[config.mk]
export PLATFORM = sky130hd
export DESIGN_NAME = cpu_run_controller
export DESIGN_NICKNAME = d
export VERILOG_FILES = /design/src/rtl/cpu_run_controller.sv
export SDC_FILE = /design/constraint.sdc
export NUM_CORES = 1
export LEC_CHECK = 0
export CORE_ASPECT_RATIO = 1.4
export CORE_MARGIN = 2
export CORE_UTILIZATION = 35
export CTS_CLUSTER_SIZE = 16
export DETAILED_ROUTE_END_ITERATION = 8
export GPL_ROUTABILITY_DRIVEN = 0
export GPL_TIMING_DRIVEN = 0
export HOLD_SLACK_MARGIN = 0.12
export PLACE_DENSITY = 0.76
export SYNTH_ARGS = -nofsm -noshare
export SYNTH_HDL_FRONTEND = slang
export SYNTH_SLANG_ARGS = --single-unit
export TNS_END_PERCENT = 30
[constraint.sdc]
create_clock -name clk -period 6.3 [get_ports clk]
set_input_delay 1.26 -clock clk [delete_from_list [all_inputs] [get_ports clk]]
set_output_delay 1.26 -clock clk [all_outputs]
set_load 0.005 [all_outputs]
[src/rtl/cpu_run_controller.sv]
// cpu_run_controller: reset/run/step/breakpoint sequencer gating a CPU clock enable
module cpu_run_controller #(
  parameter int PC_WIDTH = 32,
  parameter int CNT_WIDTH = 16,
  parameter int RST_CYCLES = 2
) (
  input  logic                 clk,
  input  logic                 reset,
  input  logic                 start,
  input  logic                 step,
  input  logic                 stop,
  input  logic [1:0]           mode,
  input  logic [CNT_WIDTH-1:0] run_len,
  input  logic [PC_WIDTH-1:0]  bp_addr,
  input  logic [PC_WIDTH-1:0]  pc,
  output logic                 cpu_reset,
  output logic                 cpu_en,
  output logic                 busy,
  output logic                 halted,
  output logic [CNT_WIDTH-1:0] cycles,
  output logic [1:0]           halt_cause
);
  localparam int HW = $clog2(RST_CYCLES + 1);
  typedef enum logic [2:0] {HOLD, IDLE, RUN, STEP, HALT} state_t;
  state_t               state;
  logic [HW-1:0]        hold_cnt;
  logic [1:0]           mode_q;
  logic [CNT_WIDTH-1:0] remaining;
  logic                 first;
  logic                 run_n, bp_hit, cnt_zero;
  assign run_n     = mode_q == 2'b01;
  // the first RUN cycle skips the compare so a resume steps past the breakpoint
  assign bp_hit    = mode_q == 2'b10 && !first && pc == bp_addr;
  assign cnt_zero  = run_n && remaining == '0;
  assign cpu_en    = state == STEP || (state == RUN && !stop && !bp_hit && !cnt_zero);
  assign cpu_reset = state == HOLD;
  assign busy      = state == HOLD || state == RUN || state == STEP;
  assign halted    = state == HALT;
  always_ff @(posedge clk) begin
    if (reset) begin
      state      <= HOLD;
      hold_cnt   <= '0;
      mode_q     <= 2'b00;
      remaining  <= '0;
      first      <= 1'b0;
      cycles     <= '0;
      halt_cause <= 2'b00;
    end else begin
      if (cpu_en && cycles != '1) cycles <= cycles + 1'b1;
      case (state)
        HOLD: begin
          hold_cnt <= hold_cnt + 1'b1;
          if (hold_cnt == HW'(RST_CYCLES - 1)) state <= IDLE;
        end
        IDLE, HALT: begin
          if (start) begin
            state      <= RUN;
            mode_q     <= mode;
            remaining  <= run_len;
            cycles     <= '0;
            halt_cause <= 2'b00;
            first      <= 1'b1;
          end else if (step) state <= STEP;
        end
        RUN: begin
          first <= 1'b0;
          if (cpu_en && run_n) remaining <= remaining - 1'b1;
          if (stop) begin
            state      <= HALT;
            halt_cause <= 2'b11;
          end else if (bp_hit) begin
            state      <= HALT;
            halt_cause <= 2'b10;
          end else if (run_n && remaining <= CNT_WIDTH'(1)) begin
            state      <= HALT;
            halt_cause <= 2'b01;
          end
        end
        STEP: state <= HALT;
        default: state <= HOLD;
      endcase
    end
  end
endmodule

**After elaboration in Yosys (flattened, before gate mapping)**

Index checks and enable logic that the tools add are counted.
Widths: inputs -> output; s select.

- Word-level logic and storage cells: 70
- Output and inout port bits: 22
- Register bits: 42
- Input port bits: 87

- Add/sub/neg operators: 3
- Equal/unequal tests: 14
- Reduce and logical (&&, ||, !) cells: 25
- Order comparisons: 1
- Multiplexer cells: 20

Operator list:

| operator | number |
|---|---|
| $mux 16 | 5 |
| $eq 32x32->1 | 1 |
| $pmux 16 s2 | 1 |
| $mux 3 | 6 |
| $add 16x1->16 const B | 1 |
| $le 16x1->1 const B | 1 |
| $logic_not 16->1 | 1 |
| $ne 16x16->1 const B | 1 |
| $sub 16x1->16 const B | 1 |
| $pmux 3 s4 | 1 |
| $logic_and 1x1->1 | 9 |
| $reduce_and 3->1 | 3 |
| $mux 2 | 4 |
| $eq 3x2->1 const B | 2 |
| $eq 2x1->1 const B | 2 |
| $logic_not 1->1 | 4 |
| $ne 2x1->1 const B | 2 |
| $ne 4x3->1 const B | 1 |
| $pmux 2 s2 | 1 |
| $reduce_and 2->1 | 2 |
| $eq 3x1->1 const B | 1 |
| $eq 3x3->1 const B | 1 |
| $logic_not 3->1 | 1 |
| $logic_or 1x1->1 | 3 |
| 8 further kinds | 8 |

**Logic depth before layout (Yosys ltp)**

- Word-level depth: 11
- Mapped depth: 10
- Mapped depth without buffers: 8

**Least setup slack after synthesis**

Ideal clock, no wire load.

- Path type: input to output
- From: input port bp_addr[3]
- To: output port cpu_en
- Setup slack: 2.783 ns
- Stages on the path: 5
- Data required time: 5.040 ns
- Buffers on the path: 0
- Data arrival time: 2.257 ns
- Cell sequence: xor2_1 -> nor4_2 -> nand3_1 -> nor3_1 -> o21ai_0

- Word-level cells in the longest chain between the ends: 6

RTL lines:

| item | RTL line | RTL |
|---|---|---|
| start: declaration | 14 | `input logic [PC_WIDTH-1:0] bp_addr,` |
| $eq 32x32->1 | 33 | `assign bp_hit = mode_q == 2'b10 && !first && pc == bp_addr;` |
| $logic_and 1x1->1 | 33 |  |
| $logic_not 1->1 | 35 | `assign cpu_en = state == STEP \|\| (state == RUN && !stop && !bp_hit && !cnt_zero);` |
| $logic_and 1x1->1 (2 in series) | 35 |  |
| $logic_or 1x1->1 | 35 |  |
| end: declaration | 17 | `output logic cpu_en,` |

Every way passes these cells.

**Worst setup path in the final report**

- From: input port bp_addr[2]
- To: output port cpu_en

The elaborated chain is that of the path after synthesis.

==> metrics.yaml <==
syn_nets: 435
yosysMostFrequentCell: "dfxtp_1"
synth_adder_area_share_pct: 2.25
crit_arrival_ns: 3.50
hpwlAfterDp_mm: 6.63
hold_violations: 0
die_area_um2: 8350
post_cts_resized: 0
seq_area_frac_synth_pct: 31.5
clockRootBuffer: "clkbuf_8"
ant_nets: 0
critPathSlowestCell: "clkdlybuf4s50_1"
io_pins: 109
ys.flop_type: "dfxtp_1"
worstMarginPinSlew_ns: 0.797
diodes: 0
fin_worst_skew_ns: 0.00355
path_cells: "clkdlybuf4s50_1 -> xor2_1 -> nor4_1 -> nand3_1 -> nor3_1 -> o21ai_0 -> clkdlybuf4s50_1"
hp-class: "reg2reg"
die_width_um: 77.8
vias: 2951
wl_mm: 8.33
post_cts_buffers: 0
grt_pass1_vias: 3103
grt_pass1_wl_mm: 14.5
numCtsBuffers: 5
power.density_nw_per_um2: 256
drc_errors: 0
synth_top_area_cell: "dfxtp_1"
synth_top_family_by_area: "simple AND/OR/NAND/NOR gates"
synth_top_area_share_pct: 31.5
p_leak_uw: 0.00142
synth_cells: 344
clock_sinks: 42
drv_slew: 0
synthXorXnorAreaFrac_pct: 11.5
ys_types: 48
ys_ff_latch: 42
clock_path_buffers: 2
fmax_mhz: 210
cts.clk_slew.worst_paths_ns: 0.08
cap_violations: 0
die_h_um: 107
drt_first_pass_iters: 4
fin_tns_setup_ns: 0
synth_compound_area_share_pct: 21.2
tritoncts: "built"
grt_max_degree: 13
yosysWarnings: 0
grt_usage_pct: 21.3
rsz0062_at_grt: "no"
async_flop_share_pct: 0
clock_latency_ns: 0.30
crit_family: "buffers and inverters"
required_ns: 5.04
synth.area.top_cells: "dfxtp_1 (32%), xor2_1 (11%), a21oi_1 (5.4%), nand2_1 (5.3%), nor2_1 (4.8%)"
critPathMaxStageDelay_ns: 0.50
path_class: "in2out"
nNetsFinal: 550
port_buffers: 108
start_util_pct: 36.2
worstSetupEndpointType: "primary output"
status: "completed"
synth.area.mux_share_pct: 0.750
crit_top_cell: "clkdlybuf4s50_1"
syn2layout_area_growth_pct: 49.2
cp_max_fo: 4
viasPerCell: 5.30
final.period_utilization_pct: 75.5
antenna_found_initial: 0
fin_cells: 557
critPathBufInv: 2
coreArea_um2: 7360
start_kind: "input pin"
postCtsHoldBufs: 0
period_needed_ns: 4.76
dp.cells: 549
relSlewSlack_pct: 46.4
syn_area_um2: 2670
layout-drive-gt1-share_pct: 3.26
setup_violations: 0
overflow: 0
synth-simple-area-share_pct: 28.6
synth_edf_count: 0
row_count: 37
drtIter0Drc: 99
avgRoutedWirePerCell_um: 14.9
htreeDepth: 2
synthTopCellsByCount: "dfxtp_1 (42), nand2_1 (38), nor2_1 (34)"
syn_area_per_cell_um2: 7.75
ir_drop_mv: 0.190
[kinds of logic (layout without fill, tap and decap cells)]
logic type,count (synthesis),count (layout)
compound gates,88,88
xor+xnor,35,35
fa+ha+maj,5,5
buf+inv,23,139
flops,42,42
mux,2,2
simple gates,149,149
[registers in the layout, summed over array words and instances (netlist names)]
register,count
cycles,16
first,1
halt_cause,2
hold_cnt,2
mode_q,2
remaining,16
state,3
[cell type report]
class	count	area, um2
fill	695	3380
multi-input combinational	279	1710
timing repair buffer	108	1080
sequential	42	841
tap	97	121
clock buffer	8	110
buffer	19	98.8
inverter	4	15.0
[path summary, 6_finish.rpt]
kind	startpoint	end	slack, ns	cells after the start
worst min-delay path	first$_SDFFE_PP0P_	first$_SDFFE_PP0P_	0.48	1
worst min register to register	first$_SDFFE_PP0P_	first$_SDFFE_PP0P_	0.48	1
worst max register to register	remaining[0]$_SDFFE_PP0P_	remaining[9]$_SDFFE_PP0P_	3.95	8
worst max-delay path	bp_addr[2]	cpu_en	1.54	7
[cell usage in the layout (no fill, tap or decap), types with 3 or more instances in the layout]
cell type,n
a211oi_1,7
a21oi_1,29
a22o_1,4
a32oi_1,3
and3_1,7
clkbuf_1,15
clkbuf_8,8
clkdlybuf4s50_1,108
dfxtp_1,42
ha_1,4
inv_1,4
nand2_1,38
nand2b_1,5
nand3_1,14
nand4_1,5
nor2_1,34
nor3_1,8
nor4_1,10
o211ai_1,4
o21ai_0,14
o21ai_1,7
o311ai_0,4
o31ai_1,4
or3_1,8
or4_1,7
xor2_1,33
[per-stage QoR]
stage	setup slack, ns	hold WS [ns]	instance area [um2]	total power (uW)	utilization, %
after floorplan	2.78	0.442	2670	644	-
after global placement	1.50	0.447	3870	802	52.6
after detailed placement	1.48	0.460	3870	815	52.6
after CTS	1.47	0.479	3980	1020	54.1
after global routing	1.31	0.513	3980	1100	54.1
final	1.54	0.475	3980	1020	54.1
[per-layer routing]
layer | part of all wire (%) | GRT usage [%]
met4 | 2.2 | 9.31
met2 | 54 | 39.3
met5 | 0 | 0
met1 | 39 | 23.5
met3 | 4.2 | 3.69
[power breakdown]
| part | leakage, uW | internal, uW | switching [uW] | total, uW |
|---|---|---|---|---|
| Clock | 0.0000575 | 111 | 93.7 | 204 |
| Combinational | 0.00103 | 211 | 265 | 475 |
| Sequential | 0.000341 | 306 | 34.0 | 340 |
Power figures use the tool's default switching activity.
